[src/rtl/dmem_arbiter_rr.sv]
// Round-robin arbiter sharing one single-port synchronous data memory among
// NUM_CORES cores; one transaction in flight, each runs to completion.
module dmem_arbiter_rr #(
  parameter int NUM_CORES = 4,
  parameter int ADDR_W    = 16,
  parameter int DATA_W    = 16,
  parameter int MEM_LAT   = 1
) (
  input  logic                          clk,
  input  logic                          rst,
  input  logic [NUM_CORES-1:0]          req,
  input  logic [NUM_CORES-1:0]          we,
  input  logic [NUM_CORES*ADDR_W-1:0]   addr,
  input  logic [NUM_CORES*DATA_W-1:0]   wdata,
  output logic [NUM_CORES-1:0]          done,
  output logic [DATA_W-1:0]             rdata,
  output logic [NUM_CORES-1:0]          grant,
  output logic                          busy,
  output logic [ADDR_W-1:0]             mem_addr,
  output logic [DATA_W-1:0]             mem_wdata,
  output logic                          mem_wren,
  input  logic [DATA_W-1:0]             mem_q
);

  localparam int PW = (NUM_CORES > 1) ? $clog2(NUM_CORES) : 1;
  localparam int CW = (MEM_LAT > 1) ? $clog2(MEM_LAT) : 1;

  typedef enum logic [1:0] {IDLE, ISSUE, WAIT, RESP} state_t;

  state_t                  state_q;
  logic [PW-1:0]           ptr_q;
  logic [CW-1:0]           cnt_q;
  logic                    we_q;
  logic [NUM_CORES-1:0]    grant_q, done_q;
  logic [DATA_W-1:0]       rdata_q, mem_wdata_q;
  logic [ADDR_W-1:0]       mem_addr_q;
  logic                    mem_wren_q, busy_q;

  logic [ADDR_W-1:0]       addr_a  [NUM_CORES];
  logic [DATA_W-1:0]       wdata_a [NUM_CORES];

  for (genvar i = 0; i < NUM_CORES; i++) begin : g_unpack
    assign addr_a[i]  = addr[i*ADDR_W +: ADDR_W];
    assign wdata_a[i] = wdata[i*DATA_W +: DATA_W];
  end

  // Winner: lowest requester at or above ptr, else lowest requester overall.
  logic [NUM_CORES-1:0] hi_mask, cand;
  logic [PW-1:0]        win, ptr_nxt;

  always_comb begin
    hi_mask = '0;
    for (int i = 0; i < NUM_CORES; i++) hi_mask[i] = (PW'(i) >= ptr_q);
    cand = (|(req & hi_mask)) ? (req & hi_mask) : req;
    win  = '0;
    for (int i = NUM_CORES - 1; i >= 0; i--) if (cand[i]) win = PW'(i);
    ptr_nxt = (win == PW'(NUM_CORES - 1)) ? '0 : win + 1'b1;
  end

  always_ff @(posedge clk) begin
    if (rst) begin
      state_q     <= IDLE;
      ptr_q       <= '0;
      cnt_q       <= '0;
      we_q        <= 1'b0;
      grant_q     <= '0;
      done_q      <= '0;
      rdata_q     <= '0;
      mem_addr_q  <= '0;
      mem_wdata_q <= '0;
      mem_wren_q  <= 1'b0;
      busy_q      <= 1'b0;
    end else begin
      done_q <= '0;
      case (state_q)
        IDLE: begin
          if (|req) begin
            mem_addr_q  <= addr_a[win];
            mem_wdata_q <= wdata_a[win];
            we_q        <= we[win];
            mem_wren_q  <= we[win];
            grant_q     <= NUM_CORES'(1) << win;
            ptr_q       <= ptr_nxt;
            busy_q      <= 1'b1;
            state_q     <= ISSUE;
          end
        end
        ISSUE: begin
          mem_wren_q <= 1'b0;
          if (we_q) begin
            done_q  <= grant_q;
            state_q <= RESP;
          end else begin
            cnt_q   <= CW'(MEM_LAT - 1);
            state_q <= WAIT;
          end
        end
        WAIT: begin
          // mem_q is valid exactly in the last WAIT cycle
          if (cnt_q == '0) begin
            rdata_q <= mem_q;
            done_q  <= grant_q;
            state_q <= RESP;
          end else begin
            cnt_q <= cnt_q - 1'b1;
          end
        end
        RESP: begin
          grant_q <= '0;
          busy_q  <= 1'b0;
          state_q <= IDLE;
        end
        default: state_q <= IDLE;
      endcase
    end
  end

  assign done      = done_q;
  assign rdata     = rdata_q;
  assign grant     = grant_q;
  assign busy      = busy_q;
  assign mem_addr  = mem_addr_q;
  assign mem_wdata = mem_wdata_q;
  assign mem_wren  = mem_wren_q;

endmodule

[config.mk]
export PLATFORM = sky130hd
export DESIGN_NAME = dmem_arbiter_rr
export DESIGN_NICKNAME = d
export VERILOG_FILES = /design/src/rtl/dmem_arbiter_rr.sv
export SDC_FILE = /design/constraint.sdc
export NUM_CORES = 1
export LEC_CHECK = 0
export CAP_MARGIN = 0
export CELL_PAD_IN_SITES_DETAIL_PLACEMENT = 0
export CELL_PAD_IN_SITES_GLOBAL_PLACEMENT = 1
export CORE_AREA = 10 10 119 121
export DETAILED_ROUTE_END_ITERATION = 7
export DIE_AREA = 0 0 129 131
export PLACE_DENSITY_LB_ADDON = 0.1
export SLEW_MARGIN = 20
export SYNTH_ARGS = -nofsm -noshare
export SYNTH_HDL_FRONTEND = slang
export SYNTH_SLANG_ARGS = --single-unit
[constraint.sdc]
create_clock -name clk -period 2.55 [get_ports clk]
set_input_delay 0.255 -clock clk [delete_from_list [all_inputs] [get_ports clk]]
set_output_delay 0.255 -clock clk [all_outputs]
set_load 0.05 [all_outputs]
==> out/metrics.yaml <==
grt:
  grt_pass1_vias: 3346
  gr-total-overflow: 0
  antenna_found_initial: 0
  grt_usage: 0.1418
  grt_start_max_net_pins: 42
  grt_pass1_wl_mm: 18.57
drt:
  antenna_left: 0
  drc_errors: 0
  vias_per_cell: 4.642
  drt_pass1_iterations: 4
  vias: 3152
  routedWlPerCell_um: 18.19
  first_iter_violations: 79
  routed_wl_mm: 12.35
placement:
  placement.cell_area_um2: 5434
  port_buffers: 211
  gp_congestion: 0.7840
  place_inst: 664
  dp_slack_ns: 0.2972
  dpl.hpwl_mm: 9.740
floorplanning:
  rows: 40
  dieArea_um2: 16900
  core-area_um2: 11810
  start_util: 0.2649
  ioPinCount: 212
  die_x_um: 129
  die_height_um: 131
logic_synthesis:
  synth_seq_cells: 63
  syn_inst: 318
  netlist-cell-type-count: 29
  ys_seq_area_frac: 0.4030
  synth.cell_area_um2: 3129
  synth.top_cell.area_share: 0.4030
  synth_top_area_cell: "dfxtp_1"
  syn-num-nets: 481
  ys_top_cells_by_area: "dfxtp_1 40%, mux2i_1 27%, o221ai_1 9.2%"
  synth_warnings: 0
  avgSynthCellArea_um2: 9.840
timing:
  slew_viol_final: 0
  setup_viol: 0
  whs_ns: 0.4580
  hold_viol: 0
  maxSlewHeadroom: 0.6258
  worst_pin_slew_ns: 0.5555
  max_clock_freq_mhz: 520.7
  fin_ws_ns: 0.6294
  fin_skew_ns: 0.005951
  rsz0062_at_grt: "no"
  min_period_over_period: 0.7532
  fin_setup_tns_ns: 0
  min_period_ns: 1.921
flow_run:
  max-cap-violations: 0
critical_path:
  worstSetupStartpointType: "primary input"
  crit_family: "buffers and inverters"
  required_ns: 2.75
  worst-setup-path-type: "primary input to register"
  end_kind: "register"
  crit_chain: "clkdlybuf4s50_1, nand2b_1, a21oi_1, a211o_4, buf_12, mux2i_1, o221ai_1"
  slowest_delay_ns: 0.50
  crit_buf_inv: 2
  cp_slowest_cell: "clkdlybuf4s50_1"
  worst-path-max-fanout: 41
  crit_arrival_ns: 2.12
clock_network:
  clkLatencyLatePin_ns: 0.34
  clk_pin_slew_ns: 0.05
  h-tree-depth: 3
  ctsResizeCount: 0
  clockBufferDepth: 2
  cts.sinks: 63
  post_cts_buffers: 0
  root_buffer: "clkbuf_16"
  holdBufCountCts: 0
  cts_tree: "built"
  cts_buffers: 9
power_and_ir_drop:
  irDropWorstVdd_v: 0.0005220
  total_power_mw: 6.784
  leakagePower_nw: 2.400
  powerDensity_nw_per_um2: 1177
finish:
  fin_util: 0.4881
  fin_area_um2: 5766
  regArea_um2: 1261
  finalNonFillerCells: 679
  n_antenna_cell: 0
  multiInputGateArea_um2: 1734
  layout_commonest_cell: "clkdlybuf4s50_1"
  nFillCells: 1124
  layout-drive-gt1-share: 0.05827
  syn_to_final_growth_pct: 84.25
  fin_nets: 691
  final_cell_mix: "211 x clkdlybuf4s50_1, 83 x mux2i_1, 63 x dfxtp_1"
worst_hold_path:
  hold_path.class: "register to register"
status:
  status: "finished clean"
==> state kept, by name, indices dropped and copies added (netlist names) <==
register,cells
busy,1
done,4
grant,4
mem_addr,16
mem_wdata,16
mem_wren,1
ptr_q,2
rdata,16
state_q,2
we_q,1
==> per-layer routing <==
metal / routed length [µm] / track usage / vias to the layer above / share of wire
met2: 6272 / 0.2412 / 112 / 0.51
met3: 1113 / 0.05802 / 12 / 0.090
met4: 219 / 0.06622 / 0 / 0.018
met1: 4745 / 0.1513 / 1449 / 0.38
li1: - / - / 1579 / -
met5: 0 / 0 / - / 0
==> worst min-delay path: cells and delay by family, from the launching register on <==
kind            cells  cell delay (ns)
flops               1             0.32
simple gates        1             0.05
compound gates      1             0.05
==> layout make-up <==
class                   count  share of cell area
clock buffers              12             0.04622
repair buffers            222              0.3872
clock inverters             3             0.01128
flip-flops and latches     63              0.2188
multi-input cells         226              0.3008
well taps                 147             0.03190
inverters                   6            0.003906
==> kinds of logic after synthesis <==
logic type                 share of synthesized area
DFF                                           0.4030
adders and majority gates                    0.03599
AOI/OAI and AO/OA                             0.1455
buffers and inverters                        0.04638
muxes                                         0.2655
and+or+nand+nor                               0.1036
==> worst paths after layout <==
check	depth (start not counted)	endpoint	slack, ns	start
max	7	mem_addr[8]	0.63	req[1]
min reg2reg	2	mem_addr[11]	0.46	mem_addr[11]
max reg2reg	6	mem_addr[8]	0.77	ptr_q[0]
min	2	mem_addr[11]	0.46	mem_addr[11]
==> power by group <==
part | switching (mW) | total [mW] | internal [mW]
combinational | 2.33 | 3.82 | 1.50
clock | 0.438 | 1.37 | 0.928
sequential | 0.216 | 1.60 | 1.38
==> synthesized netlist by cell type <==
library cell and number:
and2_1 4, o21ai_0 1, nand2b_1 2, nand4_1 1, clkbuf_1 3, mux2i_1 83, o32a_1 1, nor3b_1 1
inv_2 2, a221oi_1 1, a21oi_1 8, nor2b_1 1, nor2_1 34, dfxtp_1 63, buf_2 17, and2b_1 1
nand2_1 35, a21boi_0 1, a22oi_1 5, a211o_1 1, o221ai_1 33, ha_1 9, o22ai_1 1, o21a_1 1
buf_1 1, buf_6 2, o21bai_1 1, o41ai_4 1, inv_1 4
(Power assumes the default switching activity.)
